### src/rtl/i2s_pkg.sv
// rtl/i2s_pkg.sv - shared I2S constants and types
package i2s_pkg;

  // Word-select encoding on the ws pin
  localparam logic WS_LEFT  = 1'b0;
  localparam logic WS_RIGHT = 1'b1;

  // Default sample depth, slot width and sck half-period divider
  localparam int B_DEF   = 16;
  localparam int W_DEF   = 16;
  localparam int DIV_DEF = 2;

  // Bit-period counter width: 2*w <= 64 always fits in 6 bits
  localparam int PW = 6;
  typedef logic [PW-1:0] pcnt_t;

endpackage

### src/rtl/i2s_sck_gen.sv
// rtl/i2s_sck_gen.sv - sck divider with fall-event strobe
module i2s_sck_gen
  import i2s_pkg::*;
#(
  parameter int div = DIV_DEF
) (
  input  logic clk,
  input  logic rst,
  output logic sck,
  output logic fall
);

  localparam int DW = (div > 1) ? $clog2(div) : 1;
  localparam logic [DW-1:0] DC_LAST = DW'(div - 1);

  logic [DW-1:0] dc;
  logic          tgl;

  // sck toggles at the end of each half-period; fall marks the 1->0 toggle
  assign tgl  = (dc == DC_LAST);
  assign fall = tgl & sck;

  // Half-period counter and sck register
  always_ff @(posedge clk) begin
    if (rst) begin
      dc  <= '0;
      sck <= 1'b0;
    end else if (tgl) begin
      dc  <= '0;
      sck <= ~sck;
    end else begin
      dc  <= dc + 1'b1;
    end
  end

endmodule

### src/rtl/i2s_tx.sv
// rtl/i2s_tx.sv - I2S master transmitter; I2S_TX_MUTE_EN sends silence on underrun
module i2s_tx
  import i2s_pkg::*;
#(
  parameter int b   = B_DEF,
  parameter int w   = W_DEF,
  parameter int div = DIV_DEF
) (
  input  logic         clk,
  input  logic         rst,
  input  logic [b-1:0] l,
  input  logic [b-1:0] r,
  input  logic         stb,
  output logic         rdy,
  output logic         ld,
  output logic         sck,
  output logic         ws,
  output logic         sd
);

  localparam pcnt_t P_LAST = pcnt_t'(2 * w - 1);
  localparam pcnt_t WS_LO  = pcnt_t'(w - 1);
  localparam pcnt_t WS_HI  = pcnt_t'(2 * w - 2);
  localparam pcnt_t W6     = pcnt_t'(w);
  localparam pcnt_t B6     = pcnt_t'(b);

  logic         fall;
  logic         full;
  logic [b-1:0] hl, hr, sl, sr;
  pcnt_t        p;

  logic         load, acc, ld_n, ws_n, sd_n;
  pcnt_t        pn, q;
  logic [b-1:0] sl_n, sr_n, lsh, rsh;

  i2s_sck_gen #(.div(div)) u_sck (
    .clk  (clk),
    .rst  (rst),
    .sck  (sck),
    .fall (fall)
  );

  assign rdy = ~full;
  assign acc = stb & ~full;

  // Next bit position, frame load decision and the bit/ws to present after the fall
  always_comb begin
    pn   = (p == P_LAST) ? '0 : p + 1'b1;
    q    = pn - W6;
    load = fall && (p == P_LAST);
    sl_n = sl;
    sr_n = sr;
    ld_n = 1'b0;
    if (load) begin
      if (full) begin
        sl_n = hl;
        sr_n = hr;
        ld_n = 1'b1;
      end else begin
`ifdef I2S_TX_MUTE_EN
        sl_n = '0;
        sr_n = '0;
`else
        sl_n = sl;
        sr_n = sr;
`endif
      end
    end
    ws_n = ((pn >= WS_LO) && (pn <= WS_HI)) ? WS_RIGHT : WS_LEFT;
    lsh  = sl_n << pn;
    rsh  = sr_n << q;
    sd_n = 1'b0;
    if (pn < W6) begin
      if (pn < B6) sd_n = lsh[b-1];
    end else begin
      if (q < B6) sd_n = rsh[b-1];
    end
  end

  // Holding buffer, shift registers, bit counter and pin registers
  always_ff @(posedge clk) begin
    if (rst) begin
      p    <= P_LAST;
      ws   <= 1'b0;
      sd   <= 1'b0;
      ld   <= 1'b0;
      full <= 1'b0;
      hl   <= '0;
      hr   <= '0;
      sl   <= '0;
      sr   <= '0;
    end else begin
      if (fall) begin
        p  <= pn;
        ws <= ws_n;
        sd <= sd_n;
      end
      sl <= sl_n;
      sr <= sr_n;
      ld <= ld_n;
      // Buffer frees one clk after the load pulse
      if (ld) full <= 1'b0;
      if (acc) begin
        hl   <= l;
        hr   <= r;
        full <= 1'b1;
      end
    end
  end

endmodule

### config.mk
export PLATFORM = sky130hd
export DESIGN_NAME = i2s_tx
export DESIGN_NICKNAME = d
export VERILOG_FILES = /design/src/rtl/i2s_pkg.sv /design/src/rtl/i2s_sck_gen.sv /design/src/rtl/i2s_tx.sv
export SDC_FILE = /design/constraint.sdc
export NUM_CORES = 1
export LEC_CHECK = 0
export ABC_AREA = 1
export CAP_MARGIN = 20
export CORE_ASPECT_RATIO = 2
export CORE_UTILIZATION = 51
export CTS_BUF_LIST = sky130_fd_sc_hd__clkbuf_4
export CTS_CLUSTER_DIAMETER = 60
export DETAILED_ROUTE_END_ITERATION = 6
export PLACE_DENSITY = 0.74
export SETUP_SLACK_MARGIN = 0.2
export SYNTH_ARGS = -nofsm -noshare
export SYNTH_HDL_FRONTEND = slang
export SYNTH_SLANG_ARGS = --single-unit
### constraint.sdc
create_clock -name clk -period 3.6 [get_ports clk]
set_input_delay 0.72 -clock clk [delete_from_list [all_inputs] [get_ports clk]]
set_output_delay 0.72 -clock clk [all_outputs]
set_load 0.01 [all_outputs]
---- Word-level counts from Yosys, hierarchy flattened ----
Index checks and enable logic that the tools add are counted.
storage, ports and cells
  input bits .............................. 35
  word-level logic and storage cells ...... 42
  output and inout port bits .............. 5
  register bits after elaboration ......... 76
operators by class
  $add $sub $neg .......................... 3
  reductions and logical operators ........ 5
  eq/ne operators ......................... 1
  mux-type cells .......................... 11
  shift-type cells ........................ 2
  bitwise operators ....................... 5
  order comparisons ....................... 4
operators by type and width
  operator             count
  $mux 16              4
  $shl 16x6->16        2
  $lt 6x5->1 const B   2
  $add 6x1->6 const B  1
  $eq 6x5->1 const B   1
  $ge 6x4->1 const B   1
  $le 6x5->1 const B   1
  $mux 1               6
  $mux 6               1
  $sub 6x5->6 const B  1
  $reduce_or 2->1      2
  $not 1->1            3
  $and 1x1->1          2
  $logic_and 1x1->1    2
  $reduce_bool 2->1    1
  $add 1x1->1 const B  1

---- Logic depth before layout (Yosys ltp) ----
Gate-level depths: netlist (run 1).
  depth after elaboration ................. 6
  depth in mapped cells ................... 14
  depth with buffers taken out ............ 14

---- Hierarchy ----
Synthesis (run 1) repeated with hierarchy kept, for this count alone.
unflattened totals
  cell total of the unflattened synthesis .. 477
  area, all modules ....................... 3438.3 sq um
modules (own cells, without submodules)
  module       cells each  area an instance (sq um)  instances  seq. area each (sq um)
  i2s_tx       468         3369.5                    1          1481.4
  i2s_sck_gen  9           68.8                      1          40.0

---- Worst setup path after synthesis (run 1) ----
No wires, ideal clock.
  kind .................................... register to register
  start ................................... reg p[0]
  end ..................................... reg sd
  buffers on the path ..................... 0
  setup slack ............................. 1.507 ns
  clock period less this slack ............ 2.093 ns
  arrival time ............................ 2.034 ns
  required time ........................... 3.541 ns
  stages on the path, launching flop included .. 14
  library setup time ...................... 0.059 ns
  cells stage by stage .................... dfxtp_1 ha_1 nand3_2 nand2_1 nor2_1 nand2_1 o21ai_0 inv_1 ha_1 nor4_1 nand3_1 nand3_1 nand3_1 nand2_1
on the way
  longest elaborated chain between the ends .. 6
ends and longest elaborated chain
  what                                         line                        source
  start, declared                              i2s_tx.sv:30                pcnt_t p;
  start signal, assigned                       i2s_tx.sv:94                p <= pn;
  $add 6x1->6 or $eq 6x5->1 (tied branches)    i2s_tx.sv:48, i2s_tx.sv:50
  $mux 6 or $logic_and 1x1->1 (tied branches)  i2s_tx.sv:48, i2s_tx.sv:50
  $sub 6x5->6 or $mux 16 (tied branches)       i2s_tx.sv:49, i2s_tx.sv:54
  $shl 16x6->16 or $lt 6x5->1 (tied branches)  i2s_tx.sv:71, i2s_tx.sv:76
  $mux 1                                       i2s_tx.sv:76                if (q < B6) sd_n = rsh[b-1];
  $mux 1 *                                     i2s_tx.sv:73                if (pn < W6) begin
  end signal, assigned                         i2s_tx.sv:96                sd <= sd_n;
  end, declared                                i2s_tx.sv:18                output logic sd
Every way passes the cells marked *; elsewhere a longest branch is shown, timed or not.
A chain may end at the register's enable or synchronous reset.

---- Final worst setup path (run 1) ----
Same ends and word-level chain as after synthesis.

==> metrics.md, run 1 <==
| Metric | Value |
|---|---|
| Max clock buf depth | `2` |
| DR iter-0 viols | `roughly 90` |
| Normalized max-slew margin | `0.5051` |
| Layout fillers | `603` |
| Row cnt | `41` |
| Vias | `about 3000` |
| Clk_lat worst skew | `roughly 0.42 ns` |
| Largest net degree at the start of global routing | `50` |
| Wire length per cell | `12.69 um` |
| Dpl cell area | `approximately 3700 um^2` |
| Post-synth cell types | `28` |
| Nets | `roughly 530` |
| Dpl cells | `between 500 and 600` |
| Top-count cell post-synth | `nor2_1` |
| Seq cells post-synth | `76` |
| Arr. time, crit path | `between 2 and 3 ns` |
| Setup ws final | `1.095 ns` |
| Commonest cells in the netlist | `78 x nor2_1, 76 x dfxtp_1, 73 x nand3_1, 51 x inv_1, 45 x nand2_1` |
| Hold-fix buffers, CTS | `0` |
| Clock skew | `around 0.014 ns` |
| Total Neg Setup Slack | `0 ns` |
| Ant diodes | `0` |
| Clock sink total | `76` |
| Status | `finished, final reports clean` |
| Crit path kind | `reg2reg` |
| Sequential share of the synthesized area | `0.4532` |
| Tmin final | `~2.5 ns` |
| Number of port buffers | `39` |
| RSZ-0062 raised after global routing | `false` |
| Maximum VDD drop | `about 0.00035 V` |
| Ratio of final minimum period to clock period | `0.6958` |
| DP HPWL | `approximately 5300 um` |
| Pre-CTS WS | `about 1.1 ns` |
| RR Startpoint | `p[0]$_SDFFE_PP1P_` |
| Worst Hold End | `u_sck.dc$_SDFF_PP0_` |
| Final ANT Viol Nets | `0` |
| DRC | `0` |
| Syn_area_per_cell | `around 7.3 um^2` |
| I/O pin cnt | `40` |
| Worst Path Required | `roughly 4.0 ns` |
| GRT Util Overall | `0.2302` |
| Vias in the first global route | `2662` |
| Share of the synthesized area in the top cell type | `0.4532` |
| Critical path endpoint category | `register` |
| First-pass GRT wire length | `~12000 um` |
| Final setup vio count | `0` |
| Lkg Pwr | `about 1.7 nW` |
| Layout Cells excl Fill | `between 500 and 600` |
| P&R area growth vs syn | `16.74%` |
| Gpl congestion | `0.9150` |
| Syn Inst Count | `~460` |
| Max Cap Viol | `0` |
| Final Cell Area | `~4000 um^2` |
| Vias per inst | `slightly above 5` |
| Hold slack | `around 0.45 ns` |
| Die area | `6931 um^2` |
| Fraction of final layout cells sized beyond drive strength 1 | `0.06122` |
| Startpoint Class | `register` |
| Hold_sp | `u_sck.dc$_SDFF_PP0_` |
| Worst Max-Slew Pin Slew | `approximately 0.74 ns` |
| Starting Density | `0.5320` |
| Hold Vio Cnt, Final | `0` |
| Die height | `approximately 120 um` |
| Most used DFF post-synth | `dfxtp_1` |
| Grt total ovfl | `0` |
| Hold crit path type | `reg2reg` |
| Asr flop ratio synth | `0` |
| Number of enable flip-flop cells after synthesis | `0` |
| Worst reg-to-reg path cell count | `13` |
| Syn_nets | `about 500` |
| CTS tree | `done` |
| Synth area leader | `dfxtp_1` |
| CTS buffer count | `9` |
| Worst hold stages | `1` |
| Core Box Area | `6310 um^2` |
| Synth Cell Area | `3357 um^2` |
| Die W | `roughly 60 um` |
| Total Wirelength | `about 7300 um` |
| Root Driver | `clkbuf_4` |
| Clk slew on worst S/H paths | `around 0.12 ns` |
| Top post-synthesis cells by area | `dfxtp_1 45%, nand3_1 11%, nor2_1 8.7%` |
| FF-to-FF setup slack | `around 1.1 ns` |
| Power, Total | `between 1.5 and 2 mW` |
| P per Cell Area | `around 460 nW/um^2` |
| Crit Path Max Fanout | `5` |
| Max Fclk | `roughly 400 MHz` |
| H-tree depth | `3` |
| Final Max Tran Viols | `0` |
| Number of setup buffers added after CTS | `0` |
| CTS-repair resized insts | `0` |
| Syn. warnings | `0` |
| Fin util | `0.6211` |
| Reg2Reg Capture Point | `sd$_SDFFE_PP0P_` |
| Initial antenna violation count | `0` |
| Length of the first detailed-routing pass in iterations | `5` |
[cell usage in the layout, fill, tap and decap left out, types with 5 or more instances in the layout]
cell	count
a211oi_1	16
o21ai_0	34
nand2_2	5
nand2_1	45
inv_1	51
nand3_1	73
ha_1	6
nor2_1	78
clkdlybuf4s50_1	39
dfxtp_1	76
clkinv_1	6
clkbuf_4	10
a21oi_1	25
[layer usage]
| layer | global-route usage | vias to the layer above | routed length [um] |
|---|---|---|---|
| met4 | 0.2111 | 0 | 636 |
| met2 | 0.3573 | 72 | 3505 |
| met1 | 0.2563 | 1288 | 2960 |
| met5 | 0 | - | 0 |
| li1 | - | 1549 | - |
| met3 | 0.04651 | 35 | 208 |
[flip-flops by register name (all words and copies together), names as in the netlist]
name,count
p,6
sd,1
sr,16
sl,16
ld,1
hl,16
u_sck.sck,1
full,1
hr,16
ws,1
u_sck.dc,1
[power by group]
group | total, mW | internal, mW | switching [mW]
clock network | 0.634 | 0.354 | 0.280
registers | 0.908 | 0.882 | 0.0253
logic | 0.277 | 0.108 | 0.169
[layout make-up]
type | count | area, um^2 | area share
sequential | 76 | 1521 | 0.3883
clock buffer | 10 | 75.07 | 0.01916
inverter | 58 | 217.7 | 0.05556
clock inverter | 6 | 102.6 | 0.02618
timing repair buffer | 41 | 405.4 | 0.1034
multi-input combinational | 299 | 1489 | 0.3799
tap | 86 | 107.6 | 0.02746
[how the worst max path moves through the flow]
stage | start | endpoint | slack (ns)
final | p[0]$_SDFFE_PP1P_ | sd$_SDFFE_PP0P_ | 1.10
after global routing | p[0]$_SDFFE_PP1P_ | sd$_SDFFE_PP0P_ | 0.77
after detailed placement | p[0]$_SDFFE_PP1P_ | sd$_SDFFE_PP0P_ | 1.12
after global placement | p[0]$_SDFFE_PP1P_ | sd$_SDFFE_PP0P_ | 1.17
after CTS | p[0]$_SDFFE_PP1P_ | sd$_SDFFE_PP0P_ | 1.07
after floorplan | p[0]$_SDFFE_PP1P_ | sd$_SDFFE_PP0P_ | 1.51
[critical path, cell delays in order (launching register included)]
cell     delay [ns]
dfxtp_1        0.39
ha_1           0.26
nand3_2        0.17
nand2_1        0.09
nor2_1         0.10
nand2_1        0.05
o21ai_0        0.10
inv_1          0.14
ha_1           0.31
nor4_1         0.46
nand3_1        0.14
nand3_1        0.09
nand3_1        0.08
nand2_1        0.08
[kinds of logic (layout without fill, tap and decap cells)]
| group | after synthesis | after routing | synth area share |
|---|---|---|---|
| adder cells (fa/ha/maj) | 6 | 6 | 0.02236 |
| flip-flops | 76 | 76 | 0.4532 |
| AO/OA/AOI/OAI | 83 | 83 | 0.1394 |
| AND/OR/NAND/NOR | 210 | 210 | 0.2818 |
| buffers and inverters | 82 | 115 | 0.1032 |
No activity file was read; power rests on OpenSTA's default activity.
==> run 2, diff against run 1 <==
==> constraint.sdc (replaced) <==
create_clock -name clk -period 2.5 [get_ports clk]
set_input_delay 0.5 -clock clk [delete_from_list [all_inputs] [get_ports clk]]
set_output_delay 0.5 -clock clk [all_outputs]
set_load 0.01 [all_outputs]
==> metrics.md, run 2 (synthesized netlist as in run 1, its figures left out) <==
| Metric | Value |
|---|---|
| Root Driver | `clkbuf_4` |
| Layout fillers | `618` |
| RSZ-0062 raised after global routing | `false` |
| CTS buffer count | `9` |
| Core Box Area | `between 6000 and 7000 um^2` |
| Reg2Reg Capture Point | `sd$_SDFFE_PP0P_` |
| Maximum VDD drop | `0.0003993 V` |
| Vias | `between 3000 and 4000` |
| Starting Density | `0.5320` |
| Die W | `59.37 um` |
| Hold crit path type | `reg2reg` |
| Row cnt | `about 40` |
| Setup ws final | `approximately 0.38 ns` |
| First-pass GRT wire length | `approximately 12000 um` |
| Pre-CTS WS | `0.2008 ns` |
| Grt total ovfl | `0` |
| Clk_lat worst skew | `approximately 0.43 ns` |
| Final ANT Viol Nets | `0` |
| Hold_sp | `hr[8]$_SDFFE_PP0P_` |
| Dpl cell area | `3786 um^2` |
| Number of port buffers | `39` |
| Vias per inst | `about 5` |
| Clk slew on worst S/H paths | `roughly 0.11 ns` |
| P per Cell Area | `602.9 nW/um^2` |
| Clock sink total | `76` |
| I/O pin cnt | `40` |
| Arr. time, crit path | `approximately 2.5 ns` |
| Critical Path, Cell by Cell | `ha_2 > nand3_4 > nand2_1 > nor2_1 > nand2_1 > o21ai_2 > inv_2 > ha_1 > nor4_4 > nand3_1 > nand3_1 > nand3_1 > nand2_1` |
| Max clock buf depth | `2` |
| DP HPWL | `around 5500 um` |
| Vias in the first global route | `between 2000 and 3000` |
| P&R area growth vs syn | `17.41%` |
| Worst hold stages | `2` |
| Crit Path Max Fanout | `5` |
| FF-to-FF setup slack | `0.38 ns` |
| Largest net degree at the start of global routing | `35` |
| DR iter-0 viols | `about 120` |
| Startpoint Class | `register` |
| RR Startpoint | `p[0]$_SDFFE_PP1P_` |
| Power, Total | `between 2 and 2.5 mW` |
| GRT Util Overall | `0.2432` |
| Lkg Pwr | `1.699 nW` |
| Final Max Tran Viols | `0` |
| Register area | `around 1500 um^2` |
| Tmin final | `2.118 ns` |
| Die height | `about 120 um` |
| Worst path max stage delay | `0.37 ns` |
| Normalized max-slew margin | `0.6539` |
| Length of the first detailed-routing pass in iterations | `4` |
| Total Neg Setup Slack | `0 ns` |
| Max Cap Viol | `0` |
| Hold-fix buffers, CTS | `0` |
| Clock skew | `about 0.013 ns` |
| Wire length per cell | `around 13 um` |
| Ratio of final minimum period to clock period | `0.8472` |
| Worst Max-Slew Pin Slew | `between 0.5 and 0.6 ns` |
| Final Cell Area | `roughly 3900 um^2` |
| Final setup vio count | `0` |
| Worst Path Required | `about 2.9 ns` |
| H-tree depth | `3` |
| CTS tree | `done` |
| Status | `finished, final reports clean` |
| Critical path endpoint category | `register` |
| DRC | `0` |
| Total Wirelength | `about 7500 um` |
| Gpl congestion | `~0.97` |
| Slowest cell on crit path | `dfxtp_2` |
| Hold Vio Cnt, Final | `0` |
| Most common cell after layout, fill and taps aside | `nor2_1` |
| Fraction of final layout cells sized beyond drive strength 1 | `0.08652` |
| Commonest cells after routing, fill and taps aside | `78 x nor2_1, 74 x dfxtp_1, 73 x nand3_1` |
| Nets | `roughly 530` |
| Worst reg-to-reg path cell count | `13` |
| Die area | `6931 um^2` |
| Fin util | `0.6246` |
| Worst Hold End | `hr[8]$_SDFFE_PP0P_` |
| Ant diodes | `0` |
| Multi-input logic area | `around 1500 um^2` |
| Initial antenna violation count | `0` |
| Max Fclk | `472.2 MHz` |
| Crit path kind | `reg2reg` |
[run 2: cell count changes in the layout (fill, tap and decap cells not counted), moves of 2 or more]
cell and change:
buf_4 +7, bufinv_16 -3, clkbuf_4 +2, dfxtp_1 -2
dfxtp_2 +2
[run 2: through the flow]
stage / hold WS (ns) / cells
floorplan: 0.4132 / 457
global placement: 0.4234 / 566
detailed placement: 0.4332 / 566
CTS: 0.4575 / 582
global route: 0.4815 / 583
finish: 0.4535 / 583
[run 2: layout make-up]
cell class                 instances  area share
clock inverter                     4    0.004127
sequential                        76      0.3867
inverter                          58     0.05524
tap                               86     0.02730
multi-input combinational        299      0.3876
clock buffer                      12     0.02286
timing repair buffer              48      0.1162
[run 2: how the worst max path moves through the flow]
stage / slack (ns) / end / startpoint
final: 0.38 / sd$_SDFFE_PP0P_ / p[0]$_SDFFE_PP1P_
after global routing: 0.23 / sd$_SDFFE_PP0P_ / p[0]$_SDFFE_PP1P_
after CTS: 0.22 / sd$_SDFFE_PP0P_ / p[0]$_SDFFE_PP1P_
after detailed placement: 0.20 / sd$_SDFFE_PP0P_ / p[0]$_SDFFE_PP1P_
after global placement: 0.27 / sd$_SDFFE_PP0P_ / p[0]$_SDFFE_PP1P_
after floorplan: 0.41 / sd$_SDFFE_PP0P_ / p[0]$_SDFFE_PP1P_
[run 2: routing by layer]
layer | track usage | up-vias | wire length, um
li1 | - | 1564 | -
met1 | 0.2608 | 1334 | 3034
met2 | 0.3903 | 73 | 3702
met3 | 0.04430 | 34 | 207
met4 | 0.2254 | 0 | 590
met5 | 0 | - | 0
[run 2: report_power, final]
part	switching (mW)	internal (mW)	leakage (nW)
logic	0.271	0.179	1.01
registers	0.0339	1.27	0.621
clock network	0.394	0.228	0.0638
total	0.699	1.68	1.70
[run 2: what timing repair did]
item	4_1_cts	5_1_grt
buffers inserted	0	1
resized for setup	1	10
setup endpoints to repair	1	2
[run 2: worst max-delay path, delay by kind of cell (launching register included)]
kind / cells / cell delay (ns)
AO/OA/AOI/OAI: 1 / 0.09
flip-flops: 1 / 0.37
AND/OR/NAND/NOR: 9 / 0.99
adder cells (fa/ha/maj): 2 / 0.54
buffers and inverters: 1 / 0.09
==> RTL edit (config.mk and constraints of run 1) <==
Change the package constant `DIV_DEF` from 2 to 4.
--- a/src/rtl/i2s_pkg.sv
+++ b/src/rtl/i2s_pkg.sv
@@ -9,5 +9,5 @@
   localparam int B_DEF   = 16;
   localparam int W_DEF   = 16;
-  localparam int DIV_DEF = 2;
+  localparam int DIV_DEF = 4;
 
   // Bit-period counter width: 2*w <= 64 always fits in 6 bits
Behaviour: not the same (Yosys sat finds a counterexample within 4 cycles, from zero or initial values and one cycle with rst high).
==> RTL edit against run 1 <==
Sequential power barely moved. Routed wire length rose by 3.7%. Count of clock-buffer cells in the layout rose by 3. Area after synthesis rose by 3.3%. Die area rose by 3.2%. Worst setup slack improved by 0.022 ns. Power fell by 18%. Sequential cell count rose by 1. Critical path depth rose by 1. Combinational power fell by 48%. Design area rose by 0.96%. Largest cell class is now multi-input gates.
==> RTL edit: results (changes against run 1) <==
{| class="wikitable"
! Metric !! Value
|-
| Run status || finished clean (unchanged)
|-
| Yosys Warn Count || 0 (unchanged)
|-
| Crit path arrival time || 2.81 ns (was 2.87 ns)
|-
| Maximum vdd ir drop || 0.000266 V (was 0.000351 V)
|-
| Ant diodes || 0 (unchanged)
|-
| Sequential fraction of the synthesis area || 0.445 (was 0.453)
|-
| Routed wire length on met3 || 211 microns (was 208 microns)
|-
| Most used standard cells in the synthesized netlist || nor2_1, dfxtp_1, nand2_1 (was nor2_1, dfxtp_1, nand3_1)
|-
| Fin Clk Skew || 0.0107 ns (was 0.0140 ns)
|-
| Leakage Power || 1.78 nW (was 1.69 nW)
|-
| Net Sw Frac || 0.243 (was 0.261)
|-
| Fin nets || 546 (was 526)
|-
| Total routing resource utilization after global routing || 0.242 (was 0.230)
|-
| Post-Synthesis Net Count || 518 (was 498)
|-
| DP Wirelength || 5600 microns (was 5350 microns)
|-
| Detailed-routed wire length on met2 || 3940 microns (was 3510 microns)
|-
| Max H-tree Level || 3 (unchanged)
|-
| Fillers || 635 (was 603)
|-
| Xor and xnor fraction of the mapped netlist area || 0 (unchanged)
|-
| Number of buffers added on ports || 39 (unchanged)
|-
| Clock slew at the register clock pins of the worst setup and hold paths || 0.11 ns
|-
| Iteration-0 DRC count of the detailed router || 94 (was 89)
|-
| Post-Route M1 WL || 3000 microns (was 2960 microns)
|-
| Ratio of cells with drive above 1 in the final layout || 0.0648 (was 0.0612)
|-
| Weighted congestion at the end of routability-driven global placement || 0.946 (was 0.915)
|-
| Crit Path Max Fanout || 49 (was 5)
|-
| Total Routed Length || 7580 microns (was 7310 microns)
|-
| Compound-cell area share of the yosys netlist || 0.134 (was 0.139)
|-
| Slew margin rel. || 0.501 (was 0.505)
|-
| Global-route wire length before repair || 13000 microns (was 11800 microns)
|-
| Number of vias after detailed routing || 3075 (was 2944)
|-
| HP Class || flip-flop to flip-flop (unchanged)
|-
| Largest net degree at the start of global routing || 50 (unchanged)
|-
| Synth Area in Adders || 0.0253 (was 0.0224)
|-
| Via count of the first global-routing pass || 2896 (was 2662)
|-
| Most area-consuming cells after synthesis || dfxtp_1, nand3_1, nor2_1, nand2_1, inv_1 (was dfxtp_1, nand3_1, nor2_1, inv_1, o21ai_0)
|}
RTL edit: cell types whose count changed after synthesis, sizes merged, moves of 2 or more:
| cell | delta |
|---|---|
| o21ai | -3 |
| inv | +6 |
| clkinv | -2 |
| nor2 | +2 |
| nand3 | -12 |
| nand2 | +25 |
RTL edit: metal layers:
| layer | global-route usage | up-vias |
|---|---|---|
| met4 | 0.160 | 0 |
| met2 | 0.391 | 66 |
| met1 | 0.269 | 1383 |
| met5 | 0 | - |
| met3 | 0.0547 | 30 |
| li1 | - | 1596 |
RTL edit: logic make-up (layout without fill, tap and decap cells):
logic type,after synthesis,after routing
AND/OR/NAND/NOR,225,225
buffers and inverters,86,119
flip-flops,77,77
adder cells (fa/ha/maj),7,7
AO/OA/AOI/OAI,81,81
RTL edit: power by group through the flow:
stage                     logic (W)  clock network, W  registers [W]
after floorplan           0.0000884                 0       0.000921
after global placement     0.000141                 0       0.000926
after detailed placement   0.000144                 0       0.000927
after CTS                  0.000145          0.000450       0.000908
after global routing       0.000164          0.000493       0.000912
final                      0.000143          0.000433       0.000908
RTL edit: area by class of cell:
| class | count | share of cell area |
|---|---|---|
| timing repair buffer | 41 | 0.102 |
| clock buffer | 13 | 0.0247 |
| clock inverter | 3 | 0.00316 |
| multi-input combinational | 313 | 0.393 |
| sequential | 77 | 0.390 |
| inverter | 62 | 0.0588 |
| tap | 88 | 0.0278 |
RTL edit: path summary, 6_finish.rpt:
path	startpoint	depth (start not counted)	endpoint	slack, ns
worst max-delay path	u_sck.dc[0]	14	sd	1.12
worst min register to register	hr[14]	2	hr[14]	0.46
worst max register to register	u_sck.dc[0]	14	sd	1.12
worst min-delay path	hr[14]	2	hr[14]	0.46
RTL edit: per-stage QoR:
stage | hold slack [ns] | cells | cell area, sq um | util | worst slack [ns]
finish | 0.457 | 597 | 3960 | 0.602 | 1.12
global route | 0.489 | 597 | 3960 | 0.602 | 0.899
detailed placement | 0.441 | 581 | 3850 | 0.586 | 1.16
floorplan | 0.404 | 476 | 3470 | - | 1.61
global placement | 0.411 | 581 | 3850 | 0.586 | 1.24
CTS | 0.457 | 597 | 3960 | 0.602 | 1.14
RTL edit: critical path, cell delays in order (launching register included):
cell     delay, ns
dfxtp_1       0.37
ha_1          0.22
nand2_1       0.17
nor2_4        0.38
nand2_4       0.39
nand2_1       0.18
nand3_1       0.16
nand2_1       0.10
nand3_1       0.06
nand3_1       0.09
nand2_1       0.06
nand2_1       0.05
nand2_1       0.05
nand2_1       0.05
nand2_1       0.05
